## config.mk

```make
export PLATFORM = sky130hd
export DESIGN_NAME = pipe_stage_skid
export DESIGN_NICKNAME = d
export VERILOG_FILES = /design/src/rtl/pipe_stage_skid.sv
export SDC_FILE = /design/constraint.sdc
export NUM_CORES = 1
export LEC_CHECK = 0
export BUFFER_PORTS_ARGS = -buffer_cell sky130_fd_sc_hd__buf_4
export CAP_MARGIN = 25
export CORE_MARGIN = 10
export CORE_UTILIZATION = 50
export DETAILED_ROUTE_END_ITERATION = 8
export PLACE_DENSITY = 0.81
export REMOVE_ABC_BUFFERS = 1
export SLEW_MARGIN = 20
export SYNTH_ARGS = -nofsm -noshare
export SYNTH_HDL_FRONTEND = slang
export SYNTH_SLANG_ARGS = --single-unit
```

## constraint.sdc

```tcl
create_clock -name clk -period 5.1 [get_ports clk]
set_input_delay 0.51 -clock clk [delete_from_list [all_inputs] [get_ports clk]]
set_output_delay 0.51 -clock clk [all_outputs]
set_load 0.005 [all_outputs]
```

## src/rtl/pipe_stage_skid.sv

```systemverilog
// pipe_stage_skid: inter-stage pipeline register carrying a control bundle
// and a data bundle over a valid/ready handshake. It has an optional
// one-entry skid register, so in_ready can come straight from a flop. It
// also has a synchronous flush that inserts a bubble, and a saturating
// counter of flush cycles that discarded live entries.
module pipe_stage_skid #(
    parameter int DATA_W = 96,
    parameter int CTRL_W = 24,
    parameter int SKID   = 1,
    parameter int CNT_W  = 8
) (
    input  logic              clk,
    input  logic              reset,
    input  logic              flush,
    input  logic              in_valid,
    output logic              in_ready,
    input  logic [CTRL_W-1:0] in_ctrl,
    input  logic [DATA_W-1:0] in_data,
    output logic              out_valid,
    input  logic              out_ready,
    output logic [CTRL_W-1:0] out_ctrl,
    output logic [DATA_W-1:0] out_data,
    output logic [1:0]        occupancy,
    output logic [CNT_W-1:0]  drop_cnt
);

    localparam int ENT_W = CTRL_W + DATA_W;

    // The state encoding equals the number of held entries.
    localparam logic [1:0] ST_EMPTY = 2'd0;
    localparam logic [1:0] ST_ONE   = 2'd1;
    localparam logic [1:0] ST_FULL  = 2'd2;

    logic [1:0]       r_state;
    logic [1:0]       w_state_nxt;
    logic [ENT_W-1:0] r_m;
    logic [ENT_W-1:0] w_m_nxt;
    logic [ENT_W-1:0] r_s;
    logic [ENT_W-1:0] w_s_nxt;
    logic [ENT_W-1:0] w_in_ent;
    logic             w_in_fire;
    logic             w_out_fire;
    logic [2:0]       w_kept;
    logic [CNT_W-1:0] r_drop_cnt;

    assign w_in_ent   = {in_ctrl, in_data};
    assign out_valid  = (r_state != ST_EMPTY);
    assign w_in_fire  = in_valid && in_ready;
    assign w_out_fire = out_valid && out_ready;
    assign occupancy  = r_state;
    assign drop_cnt   = r_drop_cnt;

    // M is cleared whenever the stage drains, so it reads as zero when idle.
    assign out_ctrl = r_m[ENT_W-1:DATA_W];
    assign out_data = r_m[DATA_W-1:0];

    // Entries that would still be held after this edge if no flush occurred.
    // out_fire implies at least one held entry, so this cannot underflow.
    assign w_kept = {1'b0, r_state} + {2'b00, w_in_fire} - {2'b00, w_out_fire};

    generate
        if (SKID != 0) begin : g_rdy_reg
            // Ready depends only on registered state; out_ready never reaches it.
            assign in_ready = (r_state != ST_FULL);
        end else begin : g_rdy_comb
            // Without a skid slot, accept only if M is empty or draining now.
            assign in_ready = !out_valid || out_ready;
        end
    endgenerate

    // Next-state and register-load selection; flush overrides all handshakes.
    always_comb begin
        w_state_nxt = r_state;
        w_m_nxt     = r_m;
        w_s_nxt     = r_s;
        if (flush) begin
            w_state_nxt = ST_EMPTY;
            w_m_nxt     = '0;
            w_s_nxt     = '0;
        end else begin
            case (r_state)
                ST_EMPTY: begin
                    if (w_in_fire) begin
                        w_m_nxt     = w_in_ent;
                        w_state_nxt = ST_ONE;
                    end
                end
                ST_ONE: begin
                    if (w_in_fire && w_out_fire) begin
                        w_m_nxt = w_in_ent;
                    end else if (w_in_fire && (SKID != 0)) begin
                        w_s_nxt     = w_in_ent;
                        w_state_nxt = ST_FULL;
                    end else if (w_out_fire) begin
                        w_m_nxt     = '0;
                        w_state_nxt = ST_EMPTY;
                    end
                end
                ST_FULL: begin
                    if (w_out_fire) begin
                        w_m_nxt     = r_s;
                        w_s_nxt     = '0;
                        w_state_nxt = ST_ONE;
                    end
                end
                default: begin
                    w_state_nxt = ST_EMPTY;
                    w_m_nxt     = '0;
                    w_s_nxt     = '0;
                end
            endcase
        end
    end

    // State and main register update, cleared asynchronously by reset.
    always_ff @(posedge clk or negedge reset) begin
        if (!reset) begin
            r_state <= ST_EMPTY;
            r_m     <= '0;
        end else begin
            r_state <= w_state_nxt;
            r_m     <= w_m_nxt;
        end
    end

    generate
        if (SKID != 0) begin : g_skid
            // Skid register holds the second entry while downstream is stalled.
            always_ff @(posedge clk or negedge reset) begin
                if (!reset) begin
                    r_s <= '0;
                end else begin
                    r_s <= w_s_nxt;
                end
            end
        end else begin : g_no_skid
            assign r_s = '0;
        end
    endgenerate

    // Count flush cycles that threw away at least one entry, saturating.
    always_ff @(posedge clk or negedge reset) begin
        if (!reset) begin
            r_drop_cnt <= '0;
        end else if (flush && (w_kept != 3'd0) && (r_drop_cnt != {CNT_W{1'b1}})) begin
            r_drop_cnt <= r_drop_cnt + {{(CNT_W-1){1'b0}}, 1'b1};
        end
    end

endmodule

```

==> metrics.log, run 1 <==
[metrics] Hold WS: 212 ps
[metrics] switching power share of the total: 27.1%
[metrics] via total after detailed routing: between 9k and 10k
[metrics] routed wirelength normalized by instance count: 20.3 um
[metrics] WS Path Type: reg2reg
[metrics] fraction of the yosys area taken by sequential cells: 49.6%
[metrics] largest net degree at the start of global routing: around 120
[metrics] Overall Global Routing Usage: 20.7%
[metrics] most common cell after layout, fill and taps aside: sky130_fd_sc_hd__buf_4
[metrics] Mapped Area: between 10000 and 15000 sq um
[metrics] residual overflow from global routing: 0
[metrics] via-per-instance ratio: between 5 and 6
[metrics] most used flip-flop cell after synthesis: sky130_fd_sc_hd__dfrtp_1
[metrics] count of unresolved DRC violations after routing: 0
[metrics] largest clock skew in the final design: 14.6 ps
[metrics] path category of the worst min-delay check: in2reg
[metrics] remaining number of nets flagged by the antenna check after routing: 0
[metrics] crit path max fanout: 66
[metrics] Max-Slew Margin vs Limit: 27.0%
[metrics] Floorplan Core Area: 25000 sq um
[metrics] Area growth, synth to finish: 23.1%
[metrics] net switching power: approximately 1.4 mW
[metrics] kind of start point of the critical path: register
[metrics] peak supply drop: 0.000240 V
[metrics] die outline height: approximately 180 um
[metrics] part of the total power dissipated in sequential elements: 44.4%
[metrics] P_int: ~3.7 mW
[metrics] Cells on Worst Hold Path: 2
[metrics] Unique masters post-synth: 36
[metrics] Post-CTS Resized: 0
[metrics] cell at the root of the clock tree: sky130_fd_sc_hd__clkbuf_16
[metrics] Total Wirelength: 34100 um
[metrics] Final Power: 5.14 mW
[metrics] number of filler instances in the final layout: approximately 2.0k
[metrics] Inserted Diodes: 0
[metrics] clock network latency to the later pin of the worst-skew pair: 530 ps
[metrics] detailed-placement wirelength estimate: about 22000 um
[metrics] part of the total power dissipated in the clock network: 38.3%
[metrics] slack of the worst reg-to-reg path: approximately 1900 ps
[metrics] total of flip-flops plus latches after synthesis: 250
[metrics] count of mapped cells out of synthesis: 1126
[metrics] clock slew at reported path FFs: 60 ps
[metrics] arrival time reported for the critical path endpoint: 3570 ps
[metrics] required time of the critical path: 5520 ps
[metrics] max cap viols: 0
[metrics] I/O Pins: 257
[metrics] endpoints failing setup: 0
[metrics] number of antenna violations at the first check in global routing: 0
[metrics] CTS H-tree depth: 1
[metrics] clock sink total: 250
[metrics] Tcrit/Tclk final: 61.8%
[metrics] number of synthesized flops with an enable pin: 0
[metrics] Critical Path Sink Type: register
[metrics] leakage power of the design: just over 7 nW
[metrics] reg2reg path depth: 7
[metrics] final estimated routing congestion in global placement: 0.763
[metrics] nets@finish: 1465
[metrics] transition time at the pin with the least slew margin: 1090 ps
[metrics] power density over the cells: between 300 and 400 nW/um^2
[metrics] achievable clock frequency: 0.317 GHz
[metrics] number of global-route vias before repair: 10.2k
[metrics] final hold viol count: 0
[metrics] total number of yosys warnings: 0
[metrics] CTS Buf Count: 28
[metrics] run status: complete, no violations
[metrics] clock tree from TritonCTS: built
[metrics] Std-Cell Rows: 58
[metrics] initial standard-cell utilization of the core: slightly above 50%
[metrics] post-layout min period: 3150 ps
[metrics] ratio of cells with drive above 1 in the final layout: 23.9%
[metrics] die footprint: 32000 sq um
[metrics] async set or reset register ratio after synthesis: 100%
[metrics] pins over their slew limit: 0
[metrics] commonest non-fill, non-tap cells in the layout: sky130_fd_sc_hd__buf_4 (271), sky130_fd_sc_hd__dfrtp_1 (248), sky130_fd_sc_hd__mux2i_1 (242)
[metrics] maximum count of clock buffers along a single path: 3
[metrics] Die X-Extent: 179 um
[metrics] number of violations reported at the end of detailed-routing iteration 0: between 600 and 700
[metrics] setup repair after global routing missed its margin: no
[metrics] Avg Inst Size Synth: ~11 sq um
[metrics] Detailed Routing Iterations Pass 1: 5
[metrics] # port buffers: around 260
[metrics] first-pass GRT wire length: 54900 um
[metrics] part of the power in combinational logic: ~17%
## worst max-delay path, cell delays in order (launching register included)
cell and delay, ps:
sky130_fd_sc_hd__dfrtp_4 920, sky130_fd_sc_hd__inv_1 320, sky130_fd_sc_hd__a21oi_1 260, sky130_fd_sc_hd__ha_1 210, sky130_fd_sc_hd__fa_1 450, sky130_fd_sc_hd__o31a_1 370, sky130_fd_sc_hd__nand2_1 120, sky130_fd_sc_hd__mux2_2 340
## final timing paths
path | from | endpoint
hold reg to reg | r_m[5]$_DFFE_PN0P_ | r_m[5]$_DFFE_PN0P_
max in group asynchronous | reset | occupancy[1]$_DFFE_PN0P_
setup reg to reg | occupancy[0]$_DFFE_PN0P_ | drop_cnt[1]$_DFFE_PN0P_
hold / removal | out_ready | occupancy[1]$_DFFE_PN0P_
setup / recovery | occupancy[0]$_DFFE_PN0P_ | drop_cnt[1]$_DFFE_PN0P_
min in group asynchronous | reset | r_s[104]$_DFFE_PN0P_
## stage by stage
stage	TNS [ps]	util, %	worst slack (ps)	instances	area (sq um)
after floorplan	-1303070	-	-5890	1031	12100
after global placement	0	58.3	2120	1634	14600
after detailed placement	0	58.3	1970	1635	14600
after CTS	0	61.9	1960	1685	15500
after global routing	0	62.0	1780	1686	15500
final	0	62.0	1950	1686	15500
## layer usage
metal	routed length (um)	GRT usage, %
met5	0	0
met4	488	4.58
met3	2620	5.73
met2	16400	33.5
met1	14700	27.2
## synth_stat cells (all sizes together) (4+ instances only)
master   number  area [sq um]
a21oi         7          38.8
a22o        120          1050
buf          67           459
clkbuf       28           105
dfrtp       250          6260
inv         125           469
mux2i       242          2420
nand2       129           484
nand3         4          20.0
nor2          5          18.8
o2bb2ai     120          1050
## layout make-up
cell class / instances / area (sq um) / share of cell area, %
sequential: 250 / 6260 / 40.3
inverter: 125 / 469 / 3.02
tap: 330 / 413 / 2.66
multi-input combinational: 656 / 5370 / 34.6
clock buffer: 44 / 842 / 5.42
timing repair buffer: 276 / 2130 / 13.7
clock inverter: 5 / 50.0 / 0.322
## registers in the layout, indices dropped and copies added, names as in the netlist
| signal | count |
|---|---|
| occupancy | 2 |
| r_s | 120 |
| r_m | 120 |
| drop_cnt | 8 |
## cells by family (layout without fill, tap and decap cells)
kind of cell    count (synthesis)  after routing  share of synthesized area, %
mux                           244            244                          19.4
compound gates                255            255                          17.5
xor+xnor                        4              4                         0.278
simple gates                  150            150                          4.76
buf+inv                       220            450                          8.19
fa+ha+maj                       3              3                         0.357
flops                         250            250                          49.6
## power groups by stage
| stage | clock (mW) | combinational [mW] | sequential [mW] |
|---|---|---|---|
| final | 1.97 | 0.890 | 2.28 |
| after floorplan | 0 | 0.491 | 2.30 |
| after global routing | 2.08 | 0.983 | 2.30 |
| after detailed placement | 0 | 0.899 | 2.31 |
| after global placement | 0 | 0.870 | 2.31 |
| after CTS | 2.00 | 0.903 | 2.28 |
## timing repair
action | 4_1_cts | 5_1_grt
buffers inserted | 0 | 0
endpoints found under the hold margin | 74 | 0
hold buffers | 1 | 0
Note: power is estimated with default switching activity, not from simulation.
==> run 2: changes to the inputs <==
--- a/config.mk
+++ b/config.mk
@@ -10,7 +10,7 @@
 export CORE_MARGIN = 10
 export CORE_UTILIZATION = 50
 export DETAILED_ROUTE_END_ITERATION = 8
-export PLACE_DENSITY = 0.81
+export PLACE_DENSITY = 0.84
 export REMOVE_ABC_BUFFERS = 1
 export SLEW_MARGIN = 20
 export SYNTH_ARGS = -nofsm -noshare
==> constraint.sdc (replaced) <==
create_clock -name clk -period 2.6 [get_ports clk]
set_input_delay 0.26 -clock clk [delete_from_list [all_inputs] [get_ports clk]]
set_output_delay 0.26 -clock clk [all_outputs]
set_load 0.005 [all_outputs]
==> run 2 against run 1 <==
  * Sequential power is 96% higher
  * Hold slack worse by 190 ps
  * Clock skew is 2.1 ps lower
  * Power is 100% higher
  * Setup slack worse by 1900 ps
  * Register-to-register slack worse by 1900 ps
  * Critical path depth is 1 higher
  * Clock power is 100% higher
  * Final cell count is 7.7% higher
  * Largest power group unchanged
  * Combinational power is 130% higher
  * Fmax is 24% higher
  * Die area stayed put
==> metrics.log, run 2 (synthesized netlist as in run 1, its figures left out) <==
[metrics] run status: complete, no violations
[metrics] worst stage delay on the critical path: 460 ps
[metrics] clock tree from TritonCTS: built
[metrics] Die X-Extent: around 180 um
[metrics] Total Neg Setup Slack: 0 ps
[metrics] detailed-placement wirelength estimate: 21800 um
[metrics] start point of the worst hold path: in_data[78]
[metrics] crit path max-delay cell type: sky130_fd_sc_hd__dfrtp_4
[metrics] first-pass GRT wire length: between 60000 and 70000 um
[metrics] Overall Global Routing Usage: 23.0%
[metrics] most common cell after layout, fill and taps aside: sky130_fd_sc_hd__buf_4
[metrics] reg2reg path depth: 8
[metrics] Floorplan Core Area: 25000 sq um
[metrics] number of global-route vias before repair: 11.2k
[metrics] # port buffers: around 260
[metrics] WS Path Type: reg2reg
[metrics] kind of cell adding the most delay to the critical path: adder cells
[metrics] cells traversed along the worst timing path: mux2i_4, a21oi_1, ha_1, fa_1, xnor2_2, o31a_1, nand2_2, mux2_2
[metrics] Critical Path Sink Type: register
[metrics] critical register-to-register path startpoint: occupancy[1]$_DFFE_PN0P_
[metrics] end point of the most critical hold path: r_s[78]$_DFFE_PN0P_
[metrics] I/O Pins: about 260
[metrics] final hold viol count: 0
[metrics] post-layout min period: 2530 ps
[metrics] reg2reg end: drop_cnt[1]$_DFFE_PN0P_
[metrics] final std cell area, no fill: 16900 sq um
[metrics] Placement Setup Slack: between 30 and 40 ps
[metrics] post-layout worst setup margin: 66.8 ps
[metrics] kind of start point of the critical path: register
[metrics] pins over their slew limit: 0
[metrics] Detailed Routing Iterations Pass 1: 5
[metrics] Area growth, synth to finish: 34.1%
[metrics] clock slew at reported path FFs: roughly 60 ps
[metrics] number of antenna violations at the first check in global routing: 1
[metrics] nets@finish: 1591
[metrics] peak supply drop: between 0.0004 and 0.0005 V
[metrics] commonest non-fill, non-tap cells in the layout: sky130_fd_sc_hd__buf_4 (272), sky130_fd_sc_hd__dfrtp_1 (248), sky130_fd_sc_hd__mux2i_1 (241)
[metrics] remaining number of nets flagged by the antenna check after routing: 0
[metrics] CTS H-tree depth: 1
[metrics] Hold WS: 26.5 ps
[metrics] Std-Cell Rows: 58
[metrics] endpoints failing setup: 0
[metrics] largest clock skew in the final design: 12.5 ps
[metrics] cell at the root of the clock tree: sky130_fd_sc_hd__clkbuf_16
[metrics] leakage power of the design: approximately 7.7 nW
[metrics] count of unresolved DRC violations after routing: 0
[metrics] Cells on Worst Hold Path: 3
[metrics] max cap viols: 0
[metrics] DP Area: roughly 15000 sq um
[metrics] die outline height: 179 um
[metrics] Tcrit/Tclk final: 97.4%
[metrics] clock network latency to the later pin of the worst-skew pair: roughly 540 ps
[metrics] achievable clock frequency: 0.395 GHz
[metrics] via-per-instance ratio: approximately 5.8
[metrics] launching element of the worst setup path: occupancy[1]$_DFFE_PN0P_
[metrics] number of violations reported at the end of detailed-routing iteration 0: 981
[metrics] die footprint: 32000 sq um
[metrics] number of filler instances in the final layout: approximately 1.8k
[metrics] Finished Core Util: 67.6%
[metrics] crit path max fanout: 5
[metrics] largest net degree at the start of global routing: 99
[metrics] Total Wirelength: 38000 um
[metrics] clock sink total: 250
[metrics] number of buffer and inverter stages on the critical path: 0
[metrics] slack of the worst reg-to-reg path: 70 ps
[metrics] routed wirelength normalized by instance count: 20.9 um
[metrics] Max-Slew Margin vs Limit: about 41%
[metrics] initial standard-cell utilization of the core: 50.4%
[metrics] final estimated routing congestion in global placement: 0.788
[metrics] path category of the worst min-delay check: in2reg
[metrics] required time of the critical path: 3020 ps
[metrics] maximum count of clock buffers along a single path: 3
[metrics] arrival time reported for the critical path endpoint: 2950 ps
[metrics] residual overflow from global routing: 0
[metrics] via total after detailed routing: 10.5k
[metrics] transition time at the pin with the least slew margin: 878 ps
[metrics] ratio of cells with drive above 1 in the final layout: 23.1%
[metrics] CTS Buf Count: 27
[metrics] power density over the cells: 616 nW/um^2
## run 2: layer usage
metal / wire (um) / vias up / track usage, %
met5: 0 / - / 0
met4: 1130 / 0 / 8.13
met3: 2720 / 98 / 5.33
met2: 18700 / 427 / 38.4
met1: 15400 / 5275 / 28.6
li1: - / 4674 / -
## run 2: how the worst max path moves through the flow
stage,end,depth (start not counted),slack (ps)
2_1_floorplan,r_s[0]$_DFFE_PN0P_,4,-8390
3_3_place_gp,drop_cnt[1]$_DFFE_PN0P_,8,80
3_5_place_dp,drop_cnt[1]$_DFFE_PN0P_,8,40
4_1_cts,drop_cnt[7]$_DFFE_PN0P_,8,20
5_1_grt,drop_cnt[1]$_DFFE_PN0P_,8,-40
6_report,drop_cnt[1]$_DFFE_PN0P_,8,70
## run 2: area by class of cell
cell class	instances	area [sq um]	share of cell area [%]
Clock buffer	38	787	4.65
Clock inverter	12	123	0.724
Multi-Input combinational cell	656	5400	31.9
Antenna cell	2	5.00	0.0296
Inverter	125	469	2.77
Timing Repair Buffer	403	3470	20.5
Sequential cell	250	6260	37.0
Tap cell	330	413	2.44
## run 2: worst reg2reg max path, cell delays in order, from the launching register on
cell                      delay, ps
sky130_fd_sc_hd__dfrtp_4        460
sky130_fd_sc_hd__mux2i_4        250
sky130_fd_sc_hd__a21oi_1        100
sky130_fd_sc_hd__ha_1           210
sky130_fd_sc_hd__fa_1           450
sky130_fd_sc_hd__xnor2_2        180
sky130_fd_sc_hd__o31a_1         320
sky130_fd_sc_hd__nand2_2        120
sky130_fd_sc_hd__mux2_2         330
## run 2: what timing repair did
item                                    CTS  global route
hold endpoints to repair                174             0
pin swaps                                 0             1
gates resized for setup                   1             5
hold buffers                            118             0
buffers inserted                          0             4
endpoints found under the setup margin    1             3
## run 2: power by group
part	switching [mW]	leakage, nW	internal [mW]	total (mW)
sequential	0.254	3.38	4.20	4.46
combinational	1.02	3.88	1.00	2.02
clock	1.64	0.454	2.31	3.95
total	2.91	7.71	7.51	10.4
## run 2: through the flow
step,std cells,power [mW]
floorplan,1031,5.48
global placement,1642,6.26
detailed placement,1642,6.33
CTS,1810,10.4
global route,1815,10.8
finish,1816,10.4
